$ cat config.mk
export PLATFORM = sky130hd
export DESIGN_NAME = keypad_scanner_flat
export DESIGN_NICKNAME = d
export VERILOG_FILES = /design/src/rtl/keypad_scanner_if.sv /design/src/rtl/keypad_scanner.sv /design/src/flat_wrapper.sv
export SDC_FILE = /design/constraint.sdc
export NUM_CORES = 1
export LEC_CHECK = 0
export CAP_MARGIN = 40
export CORE_UTILIZATION = 51
export CTS_BUF_LIST = sky130_fd_sc_hd__clkbuf_16
export CTS_CLUSTER_SIZE = 28
export DETAILED_ROUTE_END_ITERATION = 16
export GPL_TIMING_DRIVEN = 0
export PLACE_DENSITY = 0.71
export SLEW_MARGIN = 0
export SYNTH_ARGS = -nofsm -noshare
export SYNTH_HDL_FRONTEND = slang
export SYNTH_SLANG_ARGS = --single-unit
$ cat constraint.sdc
create_clock -name CLK -period 10.1 [get_ports CLK]
set_input_delay 2.02 -clock CLK [delete_from_list [all_inputs] [get_ports CLK]]
set_output_delay 2.02 -clock CLK [all_outputs]
set_load 0.01 [all_outputs]
$ cat src/rtl/keypad_scanner_if.sv
// Keypad-side signal bundle for keypad_scanner: column sense in, row drive and key events out.
interface keypad_scanner_if;
  logic [3:0] Col_In;
  logic [3:0] Row_Out;
  logic [3:0] Key_Code;
  logic       Key_Valid;
  logic       Key_Held;

  modport master (output Col_In, input Row_Out, Key_Code, Key_Valid, Key_Held);
  modport slave  (input Col_In, output Row_Out, Key_Code, Key_Valid, Key_Held);
endinterface

$ cat src/rtl/keypad_scanner.sv
// 4x4 matrix keypad scanner with frame-level debounce.
// Define KEYPAD_SCANNER_REPEAT_EN to build the auto-repeat counter.
module keypad_scanner #(
  parameter int SCAN_DIV        = 200,
  parameter int DEBOUNCE_FRAMES = 4,
  parameter int REPEAT_FRAMES   = 64
) (
  input  logic             CLK,
  input  logic             RST_n,
  keypad_scanner_if.slave  kp
);

  localparam int SLOT_W = (SCAN_DIV > 2) ? $clog2(SCAN_DIV) : 1;

  typedef enum logic [1:0] {S_IDLE, S_DEBOUNCE, S_PRESSED, S_RELEASE} state_t;

  logic [3:0]        col_s1_q, col_s2_q;
  logic [SLOT_W-1:0] slot_q, slot_d;
  logic [1:0]        row_q, row_d;
  logic [1:0]        acc_cnt_q, acc_cnt_d;
  logic [3:0]        acc_code_q, acc_code_d;
  state_t            state_q, state_d;
  logic [3:0]        cand_q, cand_d;
  logic [3:0]        cnt_q, cnt_d;
  logic [3:0]        code_q, code_d;
  logic              valid_q, valid_d;
`ifdef KEYPAD_SCANNER_REPEAT_EN
  logic [7:0]        rep_q, rep_d;
`endif

  logic       sample, frame_end;
  logic [2:0] row_lows, tot_lows;
  logic [1:0] row_col;
  logic [3:0] f_code;
  logic       f_none, f_single;

  // State register
  always_ff @(posedge CLK or negedge RST_n) begin
    if (!RST_n) begin
      col_s1_q   <= 4'hF;
      col_s2_q   <= 4'hF;
      slot_q     <= '0;
      row_q      <= 2'd0;
      acc_cnt_q  <= 2'd0;
      acc_code_q <= 4'd0;
      state_q    <= S_IDLE;
      cand_q     <= 4'd0;
      cnt_q      <= 4'd0;
      code_q     <= 4'd0;
      valid_q    <= 1'b0;
`ifdef KEYPAD_SCANNER_REPEAT_EN
      rep_q      <= 8'd0;
`endif
    end else begin
      col_s1_q   <= kp.Col_In;
      col_s2_q   <= col_s1_q;
      slot_q     <= slot_d;
      row_q      <= row_d;
      acc_cnt_q  <= acc_cnt_d;
      acc_code_q <= acc_code_d;
      state_q    <= state_d;
      cand_q     <= cand_d;
      cnt_q      <= cnt_d;
      code_q     <= code_d;
      valid_q    <= valid_d;
`ifdef KEYPAD_SCANNER_REPEAT_EN
      rep_q      <= rep_d;
`endif
    end
  end

  // Row timing and per-frame accumulation of low intersections
  always_comb begin
    sample    = (slot_q == SLOT_W'(SCAN_DIV - 1));
    frame_end = sample && (row_q == 2'd3);
    slot_d    = sample ? '0 : slot_q + SLOT_W'(1);
    row_d     = sample ? row_q + 2'd1 : row_q;

    row_lows = 3'd0;
    row_col  = 2'd0;
    for (int i = 0; i < 4; i++) begin
      if (!col_s2_q[i]) begin
        row_lows = row_lows + 3'd1;
        row_col  = 2'(i);
      end
    end

    tot_lows = {1'b0, acc_cnt_q} + row_lows;
    f_code   = (row_lows == 3'd1) ? {row_q, row_col} : acc_code_q;
    f_none   = (tot_lows == 3'd0);
    f_single = (tot_lows == 3'd1);

    acc_cnt_d  = acc_cnt_q;
    acc_code_d = acc_code_q;
    if (frame_end) begin
      acc_cnt_d  = 2'd0;
      acc_code_d = 4'd0;
    end else if (sample) begin
      // Saturate at 2: anything beyond one intersection is already MULTI
      acc_cnt_d  = (tot_lows >= 3'd2) ? 2'd2 : tot_lows[1:0];
      acc_code_d = f_code;
    end
  end

  // Next-state logic, evaluated only at frame end
  always_comb begin
    state_d = state_q;
    cand_d  = cand_q;
    cnt_d   = cnt_q;
    code_d  = code_q;
    valid_d = 1'b0;
`ifdef KEYPAD_SCANNER_REPEAT_EN
    rep_d   = rep_q;
`endif
    if (frame_end) begin
`ifdef KEYPAD_SCANNER_REPEAT_EN
      rep_d = 8'd0;
`endif
      case (state_q)
        S_IDLE: begin
          if (f_single) begin
            cand_d = f_code;
            if (DEBOUNCE_FRAMES == 1) begin
              state_d = S_PRESSED;
              code_d  = f_code;
              valid_d = 1'b1;
              cnt_d   = 4'd0;
            end else begin
              state_d = S_DEBOUNCE;
              cnt_d   = 4'd1;
            end
          end
        end
        S_DEBOUNCE: begin
          if (f_single && (f_code == cand_q)) begin
            if (cnt_q + 4'd1 == 4'(DEBOUNCE_FRAMES)) begin
              state_d = S_PRESSED;
              code_d  = cand_q;
              valid_d = 1'b1;
              cnt_d   = 4'd0;
            end else begin
              cnt_d = cnt_q + 4'd1;
            end
          end else begin
            state_d = S_IDLE;
            cnt_d   = 4'd0;
          end
        end
        S_PRESSED: begin
          if (f_none) begin
            // A single release frame already satisfies a 1-frame debounce
            if (DEBOUNCE_FRAMES == 1) begin
              state_d = S_IDLE;
              cnt_d   = 4'd0;
            end else begin
              state_d = S_RELEASE;
              cnt_d   = 4'd1;
            end
          end
`ifdef KEYPAD_SCANNER_REPEAT_EN
          else if (f_single && (f_code == code_q)) begin
            if (rep_q + 8'd1 == 8'(REPEAT_FRAMES)) begin
              rep_d   = 8'd0;
              valid_d = 1'b1;
            end else begin
              rep_d = rep_q + 8'd1;
            end
          end
`endif
        end
        S_RELEASE: begin
          if (f_none) begin
            if (cnt_q + 4'd1 == 4'(DEBOUNCE_FRAMES)) begin
              state_d = S_IDLE;
              cnt_d   = 4'd0;
            end else begin
              cnt_d = cnt_q + 4'd1;
            end
          end else begin
            state_d = S_PRESSED;
            cnt_d   = 4'd0;
          end
        end
        default: begin
          state_d = S_IDLE;
          cnt_d   = 4'd0;
        end
      endcase
    end
  end

  // Outputs
  always_comb begin
    kp.Row_Out   = ~(4'b0001 << row_q);
    kp.Key_Code  = code_q;
    kp.Key_Valid = valid_q;
    kp.Key_Held  = (state_q == S_PRESSED) || (state_q == S_RELEASE);
  end

endmodule

$ cat src/flat_wrapper.sv
// flat-port wrapper written by rule: the top's interface ports become plain ports
module keypad_scanner_flat 
#(
  parameter int SCAN_DIV        = 200,
  parameter int DEBOUNCE_FRAMES = 4,
  parameter int REPEAT_FRAMES   = 64
)
  (CLK, RST_n, kp_Col_In, kp_Row_Out, kp_Key_Code, kp_Key_Valid, kp_Key_Held);
  keypad_scanner_if kp_i ();
  input  logic CLK;
  input  logic RST_n;
  input wire logic [$bits(kp_i.Col_In)-1:0] kp_Col_In;
  output wire logic [$bits(kp_i.Row_Out)-1:0] kp_Row_Out;
  output wire logic [$bits(kp_i.Key_Code)-1:0] kp_Key_Code;
  output wire logic [$bits(kp_i.Key_Valid)-1:0] kp_Key_Valid;
  output wire logic [$bits(kp_i.Key_Held)-1:0] kp_Key_Held;
  assign kp_i.Col_In = kp_Col_In;
  assign kp_Row_Out = kp_i.Row_Out;
  assign kp_Key_Code = kp_i.Key_Code;
  assign kp_Key_Valid = kp_i.Key_Valid;
  assign kp_Key_Held = kp_i.Key_Held;
  keypad_scanner #(.SCAN_DIV(SCAN_DIV), .DEBOUNCE_FRAMES(DEBOUNCE_FRAMES), .REPEAT_FRAMES(REPEAT_FRAMES)) u_core (.CLK(CLK), .RST_n(RST_n), .kp(kp_i));
endmodule
# After elaboration in Yosys (flattened, before gate mapping)
# Index checks and enable logic that the tools add are counted.
# W data, S select, Z words.
dict set report totals {
  input_bits 6
  regBits 39
  output_inout_bits 10
  elab_cells 75
}
dict set report classes {
  magnitude_cmp 1
  n_addsub 7
  n_shift 1
  bitwise_logic 1
  n_mux 31
  eq_ne 13
  reduce_logical 10
}
# operator count
set ops {}
lappend ops {{$mux W4} 8}
lappend ops {{$mux W2} 11}
lappend ops {{$pmux W4 S4} 1}
lappend ops {{$mux W3} 3}
lappend ops {{$add A8 B1 Y8 const B} 1}
lappend ops {{$eq A8 B8 Y1 const B} 1}
lappend ops {{$mux W8} 1}
lappend ops {{$pmux W2 S4} 1}
lappend ops {{$add A3 B1 Y3 const B} 2}
lappend ops {{$eq A2 B2 Y1 const B} 3}
lappend ops {{$eq A3 B1 Y1 const B} 2}
lappend ops {{$mux W1} 6}
lappend ops {{$ne A3 B3 Y1 const B} 2}
lappend ops {{$reduce_and A3 Y1} 2}
lappend ops {{$reduce_and A5 Y1} 1}
lappend ops {{$add A4 B1 Y4 const B} 1}
lappend ops {{$eq A4 B3 Y1 const B} 1}
lappend ops {{$eq A4 B4 Y1} 1}
lappend ops {{$ne A2 B1 Y1 const B} 2}
lappend ops {{$not A4 Y4} 1}
lappend ops {{$reduce_and A4 Y1} 1}
lappend ops {{$shl A1 B2 Y4 const A} 1}
lappend ops {{$add A2 B3 Y3} 1}
lappend ops {{$ge A3 B2 Y1 const B} 1}
lappend ops {{other kinds (8)} 9}

# Depth between registers and ports, before layout
# Gate-level depths: netlist (run 1).
dict set report depth {
  word_depth 14
  mapped_depth 15
  depth_no_buf 14
}

# Worst setup path before layout (run 1)
# OpenSTA, ideal clock, no wires.
dict set report synth_path {
  kind {reg-to-reg}
  startpoint {register u_core.col_s2_q[0]}
  endpoint {register u_core.code_q[0], in the netlist u_core.kp.Key_Code[0]}
  t_arrival_ns 3.481
  setup_ns 0.125
  n_path_buf 2
  path_stages_with_launch 16
  synth_period_minus_slack_ns 3.606
  path_slack_ns 6.494
  required_time_ns 9.975
  cell_sequence {dfstp_2 inv_1 ha_1 buf_6 xnor2_4 ha_1 nor2_1 a31oi_2 inv_1 fa_1 xnor2_1 nand3_1 nor3b_1 and3b_1 buf_6 mux2_4}
}
dict set report synth_between {
  elab_chain_cells 12
  elab_cells_between_ends 14
  classes_between {4 x add/sub; 3 x eq/ne; 5 x mux; 2 x reduce/logical}
}
# element line_no
set synth_lines {}
lappend synth_lines {{start, declared} keypad_scanner.sv:17} ;# logic [3:0] col_s1_q, col_s2_q;
lappend synth_lines {{start signal, assigned} keypad_scanner.sv:56} ;# col_s2_q <= col_s1_q;
lappend synth_lines {{$mux W1 *} keypad_scanner.sv:82} ;# if (!col_s2_q[i]) begin
lappend synth_lines {{$add A1 B1 Y2} keypad_scanner.sv:83} ;# row_lows = row_lows + 3'd1;
lappend synth_lines {{$mux W3 *} keypad_scanner.sv:82}
lappend synth_lines {{$add A3 B1 Y3} keypad_scanner.sv:83}
lappend synth_lines {{$mux W3 *} keypad_scanner.sv:82}
lappend synth_lines {{$add A3 B1 Y3} keypad_scanner.sv:83}
lappend synth_lines {{$mux W3 *} keypad_scanner.sv:82}
lappend synth_lines {{parallel branches: the longest is 3 deep, another holds $add A2 B3 Y3} n/a}
lappend synth_lines {{$logic_and A1 B1 Y1 *} keypad_scanner.sv:135} ;# if (f_single && (f_code == cand_q)) begin
lappend synth_lines {{$reduce_and A4 Y1 (no source line) *} n/a}
lappend synth_lines {{end signal, assigned} keypad_scanner.sv:64} ;# code_q <= code_d;
lappend synth_lines {{end, declared} keypad_scanner.sv:25} ;# logic [3:0] code_q, code_d;
# Every way passes the cells marked *.
# A chain may end at the register's enable or synchronous reset.

# Final worst setup path (run 1)
dict set report layout_path {
  startpoint {register u_core.col_s2_q[1]}
  endpoint {register u_core.code_q[0], in the netlist u_core.kp.Key_Code[0]}
}
dict set report layout_between {
  elab_chain_cells 10
  elab_cells_between_ends 15
  classes_between {3 x add/sub; 3 x eq/ne; 7 x mux; 2 x reduce/logical}
}
# element line_no
set layout_lines {}
lappend layout_lines {{parallel branches: the longest is 8 deep, another holds $add A3 B1 Y3} n/a}
lappend layout_lines {{$logic_and A1 B1 Y1 *} keypad_scanner.sv:135}
lappend layout_lines {{$reduce_and A4 Y1 (no source line) *} n/a}
# Marked as above.

==> impl_metrics.json, run 1 <==
{
  "cts_resized": 0,
  "setup_tns_ps": 0,
  "clock_latency_ps": 280,
  "clock_skew_ps": 7.33,
  "antenna_cells": 0,
  "cts_hold_buf": 0,
  "final_area_um2": 2710,
  "ys.warnings.count": 0,
  "synth-xor-area-share_pct": 7.06,
  "die-area_um2": 4860,
  "rsz0062_at_grt": "no",
  "top_layer_used": "met4",
  "dr_wl_met3_um": 173,
  "areaGrowthSynthToFinish_pct": 15.7,
  "antenna_left": 0,
  "gp_congestion": 0.842,
  "synth_top_family_by_area": "simple AND/OR/NAND/NOR gates",
  "hold_path.class": "reg -> reg",
  "wl_met2_mm": 1.96,
  "grt_start_max_net_pins": 37,
  "vdd_drop_max_mv": 0.0629,
  "crit_path_start": "u_core.col_s2_q[1]",
  "max_slew_margin_pct": 66.6,
  "tightest_slew_ps": 494,
  "io_buffers": 15,
  "p_leak_uw": 0.00115,
  "seqCellArea_um2": 986,
  "cts_buffers": 5,
  "r2r-start": "u_core.col_s2_q[1]",
  "vias": 1758,
  "drt-vias-per-instance": 5.71,
  "cts_tree": "built",
  "timing.fmax_mhz": 252,
  "power.density_nw_per_um2": 129,
  "synth_fa_ha_area_share_pct": 6.74,
  "setup_viol": 0,
  "syn-instance-count": 232,
  "synth_top_area_cell": "dfrtp_1",
  "synth-compound-area-share_pct": 16.5,
  "drv_slew": 0,
  "synth_area_leaders": "dfrtp_1, dfstp_2, ha_1, nand2_1, o21ai_0",
  "syn_area_per_cell_um2": 10.1,
  "finalHoldViolCount": 0,
  "yosysMostFrequentCell": "dfrtp_1",
  "run_status": "completed",
  "drv_cap": 0,
  "initial_core_util_pct": 53.4,
  "coreArea_um2": 4380,
  "row_count": 24,
  "antenna_found_initial": 0,
  "multi_input_area_um2": 1220,
  "synth_simple_gate_area_share_pct": 18.2,
  "post_drt_wl_per_cell_um": 13.6,
  "place_hpwl_mm": 3.08,
  "root_buffer": "clkbuf_16",
  "cp_max_fo": 10,
  "dr.pass1.iters": 4,
  "cp.arrival_ps": 4120,
  "wl_met1_mm": 1.96,
  "cts.sinks": 39,
  "crit_path_start_kind": "flip-flop",
  "yosysUniqueCellTypes": 58,
  "grt_pass1_vias": 1630,
  "synth-seq-cells": 39,
  "grt_overflow_total": 0,
  "r2r_end": "u_core.kp.Key_Code[0]",
  "drive_gt1_share_pct": 15.6,
  "syn-num-nets": 250,
  "reg2reg_depth": 15,
  "nNetsFinal": 273,
  "grt_usage_pct": 20.0,
  "fillCellCount": 380,
  "yosys-top-cells-count": "dfrtp_1, nand2_1, inv_1, o21ai_0, nor2_1",
  "drt_iter0_drc": 99,
  "synthMuxAreaShare_pct": 3.53,
  "synth_top_area_share_pct": 33.2,
  "ys_seq_area_share_pct": 42.1,
  "end_kind": "flip-flop",
  "synth.cell_area_um2": 2340,
  "ys.flop_type": "dfrtp_1",
  "htree_num_levels": 2,
  "crit_path_end": "u_core.kp.Key_Code[0]",
  "required_ps": 10260,
  "layout_min_cycle_time_ps": 3960,
  "grt_first_pass_wirelength_mm": 7.53,
  "clockBufferDepth": 2,
  "wl_mm": 4.18,
  "path_class": "reg -> reg",
  "async_flop_share_pct": 100,
  "place_area_um2": 2570,
  "die_w_um": 69.7,
  "period_share_pct": 39.2,
  "cts_setup_buffers": 0,
  "fp.dieH_um": 69.7,
  "clkTransAtPathRegs_ps": 50,
  "rrSetupSlack_ps": 6140,
  "synth-edff-count": 0,
  "route.detailed.drc": 0,
  "io_pins": 16
}
-- worst min-delay path by stage --
stage / slack (ps) / from / end / cells past startpoint
after global placement: 350 / u_core.col_s1_q[2] / u_core.col_s2_q[2] / 0
after detailed placement: 350 / u_core.col_s1_q[2] / u_core.col_s2_q[2] / 0
after floorplan: 350 / u_core.col_s1_q[0] / u_core.col_s2_q[0] / 0
after global routing: 360 / u_core.col_s1_q[2] / u_core.col_s2_q[2] / 0
after CTS: 350 / u_core.col_s1_q[2] / u_core.col_s2_q[2] / 0
final: 350 / u_core.col_s1_q[2] / u_core.col_s2_q[2] / 0
-- cell type report --
type                       count  share of cell area (%)
multi-input combinational    165                    45.0
sequential                    39                    36.4
timing repair buffer          16                    6.10
clock buffer                   5                    4.62
inverter                      20                    2.96
tap                           52                    2.40
buffer                         8                    2.03
clock inverter                 3                   0.416
-- placed cells by master (no fill, tap or decap), types with 2 or more instances in the layout --
| cell type | n |
|---|---|
| a2111oi_2 | 2 |
| a21oi_1 | 10 |
| a22o_1 | 3 |
| and2_1 | 4 |
| buf_2 | 3 |
| buf_6 | 3 |
| clkbuf_1 | 3 |
| clkbuf_16 | 5 |
| clkdlybuf4s50_1 | 14 |
| dfrtp_1 | 31 |
| dfstp_2 | 8 |
| ha_1 | 11 |
| inv_1 | 22 |
| mux2_2 | 2 |
| mux2_4 | 4 |
| nand2_1 | 24 |
| nand2b_1 | 2 |
| nand3_1 | 6 |
| nand3b_1 | 2 |
| nand4_1 | 4 |
| nor2_1 | 12 |
| nor2b_1 | 2 |
| nor3_1 | 2 |
| nor3b_1 | 3 |
| nor4_1 | 3 |
| o21ai_0 | 17 |
| o22ai_1 | 4 |
| o31ai_1 | 3 |
| or2_2 | 2 |
| or3_1 | 2 |
| or4_1 | 3 |
| xnor2_1 | 8 |
| xor2_1 | 4 |
-- registers in the layout (all words and copies together) (netlist names), 2 cells and up --
signal,count
u_core.acc_code_q,4
u_core.state_q,2
u_core.col_s2_q,4
u_core.kp.Key_Code,4
u_core.col_s1_q,4
u_core.row_q,2
u_core.slot_q,8
u_core.acc_cnt_q,2
u_core.cand_q,4
u_core.cnt_q,4
-- report_power, final --
| part | total, uW | switching (uW) | internal [uW] | leakage, uW |
|---|---|---|---|---|
| Sequential | 160 | 0.739 | 159 | 0.000503 |
| Clock | 144 | 55.1 | 88.6 | 0.0000776 |
| Combinational | 44.2 | 27.1 | 17.1 | 0.000572 |
| Total | 348 | 82.9 | 265 | 0.00115 |
-- per-layer routing --
layer  up-vias  GRT usage [%]
met2        38           31.4
met5         -              0
met4         0           9.11
met1       847           26.4
li1        864              -
met3         9           4.51
-- critical path, stage by stage (launching register included) --
cell and delay (ps):
dfstp_2 540, inv_1 50, ha_1 280, buf_6 150, xnor2_4 150, ha_1 290
nor2_1 40, a31oi_2 230, inv_1 190, fa_1 480, xnor2_1 260, nand3_1 190
nor3b_1 340, and3b_1 230, buf_6 130, mux2_4 300
-- cell families after synthesis --
group           after synthesis
flops                        39
fa+ha+maj                    12
compound gates               54
simple gates                 78
mux                           6
xor+xnor                     15
buf+inv                      28
-- through the flow --
stage	hold WS, ps	total power, uW	setup slack (ps)	std cells	utilization, %
after floorplan	345	195	6490	232	-
after global placement	345	205	6060	299	58.3
after detailed placement	347	207	6190	300	58.6
after CTS	354	352	6130	308	61.7
after global routing	357	365	5830	308	61.7
final	354	348	6140	308	61.7
No activity file was read; power rests on OpenSTA's default activity.
==> run 2, diff against run 1 <==
PLACE_DENSITY = 0.73   (was 0.71)
clock period = 3.6 ns   (was 10.1 ns; I/O delays follow)
==> run 2 against run 1 <==
  * Clock power increased to 4.0 times the previous value
  * Sequential share of layout area decreased by 3.9 points
  * Design area increased by 12%
  * Largest cell class unchanged
  * Critical endpoint is now u_core.kp.Key_Code[3]
  * Global-route usage increased by 1.9 points
==> impl_metrics.json, run 2 (same netlist as run 1, synthesis figures left out) <==
{
  "run_status": "completed",
  "coreArea_um2": 4380,
  "clock_skew_ps": 5.86,
  "htree_num_levels": 2,
  "slowest_stage": "dfstp_2",
  "largest_register_ffs": 8,
  "layout_commonest_cell": "dfrtp_1",
  "clockBufferDepth": 2,
  "multi_input_area_um2": 1380,
  "crit_chain": "inv_1 -> ha_1 -> buf_6 -> xnor2_4 -> ha_4 -> and2b_2 -> xor2_4 -> a31oi_4 -> or3_4 -> a2111oi_4 -> and3b_1 -> buf_6 -> mux2_4",
  "clkTransAtPathRegs_ps": 60,
  "areaGrowthSynthToFinish_pct": 29.4,
  "regMostFlops": "u_core.slot_q",
  "fp.dieH_um": 69.7,
  "final_cell_mix": "dfrtp_1, nand2_1, inv_1",
  "cp_max_fo": 5,
  "drv_cap": 0,
  "vias": 1815,
  "drt-vias-per-instance": 5.67,
  "drv_slew": 0,
  "seqCellArea_um2": 986,
  "die-area_um2": 4860,
  "final_core_util_pct": 69.1,
  "place_hpwl_mm": 3.23,
  "period_share_pct": 97.3,
  "dr.pass1.iters": 4,
  "grt_overflow_total": 0,
  "r2r-start": "u_core.col_s2_q[1]",
  "path_buf_inv": 3,
  "antenna_cells": 0,
  "hold_slack_ps": 222,
  "timing.fmax_mhz": 285,
  "critPathTopFamily": "simple AND/OR/NAND/NOR gates",
  "wl_mm": 4.98,
  "route.detailed.drc": 0,
  "nNetsFinal": 285,
  "io_buffers": 15,
  "dr_wl_met3_um": 170,
  "antenna_left": 0,
  "grt_start_max_net_pins": 39,
  "tightest_slew_ps": 574,
  "p_leak_uw": 0.00126,
  "fin_ws_ps": 96.1,
  "r2r_end": "u_core.kp.Key_Code[3]",
  "clock_latency_ps": 280,
  "max_slew_margin_pct": 61.6,
  "fillCellCount": 322,
  "post_drt_wl_per_cell_um": 15.6,
  "cts_tree": "built",
  "rrSetupSlack_ps": 100,
  "cts_hold_buf": 0,
  "wl_met1_mm": 2.30,
  "grt_first_pass_wirelength_mm": 8.31,
  "finalHoldViolCount": 0,
  "cp.arrival_ps": 3670,
  "grt_pass1_vias": 1776,
  "hold_path.class": "in -> async",
  "antenna_found_initial": 0,
  "end_kind": "flip-flop",
  "power.density_nw_per_um2": 400,
  "required_ps": 3760,
  "reg2reg_depth": 13,
  "drt_iter0_drc": 95,
  "path_class": "reg -> reg",
  "cp_common_cell": "buf_6",
  "cts_buffers": 5,
  "initial_core_util_pct": 53.4,
  "crit_path_start_kind": "flip-flop",
  "setup_viol": 0,
  "die_w_um": 69.7,
  "grt_usage_pct": 21.9,
  "gp_congestion": 0.839,
  "row_count": 24,
  "vdd_drop_max_mv": 0.266,
  "dp_worst_setup_slack_ps": -314,
  "top_layer_used": "met4",
  "io_pins": 16,
  "drive_gt1_share_pct": 27.2,
  "max_stage_delay_ps": 540,
  "root_buffer": "clkbuf_16",
  "cts.sinks": 39,
  "layout_min_cycle_time_ps": 3500,
  "wl_met2_mm": 2.36
}
run 2: cell count changes in the layout (fill, tap and decap cells not counted), sizes merged:
| cell | change |
|---|---|
| buf | +13 |
| inv | -3 |
| bufinv | +2 |
| clkbuf | -1 |
| clkinvlp | +1 |
run 2: how the worst max path moves through the flow:
stage	start	to	slack, ps	depth (start not counted)
2_1_floorplan	u_core.col_s2_q[0]	u_core.cand_q[0]	40	14
3_3_place_gp	u_core.col_s2_q[1]	u_core.cand_q[1]	-270	14
3_5_place_dp	u_core.col_s2_q[1]	u_core.cand_q[1]	-310	14
4_1_cts	u_core.col_s2_q[1]	u_core.kp.Key_Code[3]	10	15
5_1_grt	u_core.col_s2_q[1]	u_core.kp.Key_Code[3]	-70	14
6_report	u_core.col_s2_q[1]	u_core.kp.Key_Code[3]	100	13
run 2: metrics by stage:
stage	instances	TNS, ps	area, um^2	total power (uW)
final	320	0	3030	1210
after global routing	320	-282	3030	1250
after detailed placement	300	-2430	2570	583
after global placement	299	-2030	2560	579
after CTS	312	0	2870	1170
after floorplan	232	0	2340	548
run 2: layout make-up:
| cell class | count | area share [%] |
|---|---|---|
| Multi-Input combinational cell | 165 | 45.5 |
| Sequential cell | 39 | 32.6 |
| Timing Repair Buffer | 29 | 9.09 |
| Clock buffer | 5 | 4.13 |
| Inverter | 20 | 2.64 |
| Clock inverter | 3 | 2.23 |
| Tap cell | 52 | 2.15 |
| Buffer | 7 | 1.69 |
run 2: what timing repair did:
| action | 4_1_cts | 5_1_grt |
|---|---|---|
| buffers inserted | 5 | 8 |
| gates resized for setup | 11 | 14 |
| endpoints found under the hold margin | 0 | 0 |
| pin swaps | 3 | 7 |
| endpoints found under the setup margin | 14 | 13 |
| cloned | 0 | 0 |
run 2: routing by layer:
metal	vias up	GRT usage [%]
met4	0	10.4
met1	867	27.4
met3	15	4.65
met5	-	0
met2	45	36.0
li1	888	-
run 2: where the power goes:
part	internal [uW]	switching, uW	total, uW
combinational	87.8	103	191
clock	397	175	572
sequential	447	2.21	449
total	931	280	1210
==> run 3, diff against run 2 <==
PLACE_DENSITY = 0.74   (was 0.73)
==> run 3 against run 2 <==
  * Design area shrank 0.33%
  * Worst setup slack lost 77 ps
  * Via count grew 1.9%
  * Combinational power grew 13%
  * Critical path depth grew 1
  * Clock power shrank 30%
  * Critical endpoint is now u_core.cand_q[0]
  * Largest power group is now registers
  * Highest routed layer unchanged
==> impl_metrics.json, run 3 (same netlist as run 1, synthesis figures left out) <==
{
  "run_status": "completed",
  "end_kind": "flip-flop",
  "root_buffer": "clkbuf_16",
  "layout_commonest_cell": "dfrtp_1",
  "grt_overflow_total": 0,
  "p_switching_uw": 269,
  "antenna_left": 0,
  "hold_path.class": "in -> async",
  "io_pins": 16,
  "dr_wl_met3_um": 216,
  "rsz0062_at_grt": "yes",
  "layout_min_cycle_time_ps": 3580,
  "cts.sinks": 39,
  "htree_num_levels": 2,
  "max_slew_margin_pct": 64.4,
  "antenna_cells": 0,
  "finalHoldViolCount": 0,
  "wl_met2_mm": 2.46,
  "rrSetupSlack_ps": 20,
  "crit_chain": "inv_2 -> ha_4 -> buf_6 -> xnor2_4 -> ha_4 -> nor2_4 -> a31oi_4 -> inv_2 -> fa_2 -> xnor2_2 -> nand3_2 -> buf_6 -> or4_4 -> mux2_4",
  "path_buf_inv": 4,
  "vias": 1850,
  "clock_latency_ps": 280,
  "fp.dieH_um": 69.7,
  "antenna_found_initial": 0,
  "drt-vias-per-instance": 5.67,
  "nNetsFinal": 291,
  "clock_power_share_pct": 37.6,
  "seqCellArea_um2": 986,
  "multi_input_area_um2": 1390,
  "timing.fmax_mhz": 279,
  "areaGrowthSynthToFinish_pct": 29.0,
  "final_area_um2": 3020,
  "regMostFlops": "u_core.slot_q",
  "row_count": 24,
  "wl_met1_mm": 2.23,
  "cp.arrival_ps": 3740,
  "path_depth": 14,
  "post_drt_wl_per_cell_um": 15.5,
  "crit_path_end": "u_core.cand_q[0]",
  "route.detailed.drc": 0,
  "grt_start_max_net_pins": 37,
  "final_cell_mix": "dfrtp_1, nand2_1, buf_4",
  "max_stage_delay_ps": 550,
  "tightest_slew_ps": 531,
  "largest_register_ffs": 8,
  "place_hpwl_mm": 3.00,
  "wl_mm": 5.05,
  "setup_viol": 0,
  "p_leak_uw": 0.00127,
  "drv_slew": 0,
  "power.density_nw_per_um2": 354,
  "cts_buffers": 5,
  "vdd_drop_max_mv": 0.295,
  "clock_skew_ps": 1.83,
  "internal_power_uw": 798,
  "clockBufferDepth": 2,
  "report.power.total_uw": 1070,
  "r2r-start": "u_core.col_s2_q[1]",
  "swShare_pct": 25.2,
  "clkTransAtPathRegs_ps": 50,
  "power_frac_seq_pct": 42.1,
  "hold_slack_ps": 246,
  "required_ps": 3760,
  "die_w_um": 69.7,
  "path_class": "reg -> reg",
  "cp_max_fo": 6,
  "initial_core_util_pct": 53.4,
  "slowest_stage": "or4_4",
  "r2r_end": "u_core.cand_q[0]",
  "reg2reg_depth": 14,
  "drive_gt1_share_pct": 27.7,
  "crit_path_start": "u_core.col_s2_q[1]",
  "p_comb_share_pct": 20.3,
  "gp_congestion": 0.880,
  "top_layer_used": "met4",
  "crit_path_start_kind": "flip-flop",
  "cts_hold_buf": 0,
  "critPathTopFamily": "adder cells",
  "dr.pass1.iters": 4,
  "grt_usage_pct": 19.8,
  "fillCellCount": 333,
  "drt_iter0_drc": 116,
  "grt_pass1_vias": 1640,
  "period_share_pct": 99.5,
  "io_buffers": 15,
  "grt_first_pass_wirelength_mm": 7.56,
  "coreArea_um2": 4380,
  "drv_cap": 0,
  "cts_tree": "built",
  "die-area_um2": 4860,
  "place_area_um2": 2570
}
-- run 3: cell types whose count changed in the layout (fill, tap and decap cells not counted), moves of 2 or more --
cell       change
inv_2          +2
buf_4          +6
clkinv_1       +2
bufinv_16      -2
-- run 3: layout make-up --
type / count / share of cell area, %
repair buffers: 35 / 10.3
clock buffers: 5 / 4.15
multi-input cells: 165 / 46.0
plain buffers: 7 / 1.70
flip-flops and latches: 39 / 32.7
well taps: 52 / 2.16
inverters: 20 / 2.65
clock inverters: 3 / 0.373
-- run 3: worst min-delay path by stage --
| stage | from | end | slack (ps) | cells after the start |
|---|---|---|---|---|
| floorplan | u_core.col_s1_q[0] | u_core.col_s2_q[0] | 350 | 0 |
| global placement | u_core.col_s1_q[3] | u_core.col_s2_q[3] | 350 | 0 |
| detailed placement | u_core.col_s1_q[3] | u_core.col_s2_q[3] | 350 | 0 |
| CTS | RST_n | u_core.kp.Key_Code[1] | 250 | 1 |
| global route | RST_n | u_core.kp.Key_Code[1] | 250 | 1 |
| finish | RST_n | u_core.kp.Key_Code[1] | 250 | 1 |
-- run 3: metrics by stage --
| step | instances | utilization, % | worst slack (ps) | setup TNS, ps |
|---|---|---|---|---|
| finish | 326 | 68.8 | 19.1 | 0 |
| global route | 326 | 68.8 | -56.9 | -208 |
| CTS | 312 | 64.1 | 6.22 | 0 |
| detailed placement | 300 | 58.7 | -267 | -2080 |
| global placement | 299 | 58.4 | -232 | -1550 |
| floorplan | 232 | - | 40.6 | 0 |
-- run 3: timing repair --
action | in CTS | in global routing
pin swaps | 3 | 10
setup endpoints to repair | 13 | 14
gates resized for setup | 11 | 17
setup buffers | 5 | 14
-- run 3: power groups by stage --
stage	sequential (uW)	clock, uW	combinational, uW
floorplan	456	0	92.0
global placement	456	0	121
detailed placement	456	0	125
CTS	449	410	145
global route	450	432	231
finish	450	401	216
-- run 3: layer usage --
layer | track usage, % | vias to the layer above
met5 | 0 | -
met4 | 9.11 | 0
met3 | 4.07 | 13
met2 | 30.3 | 49
met1 | 27.0 | 885
li1 | - | 903
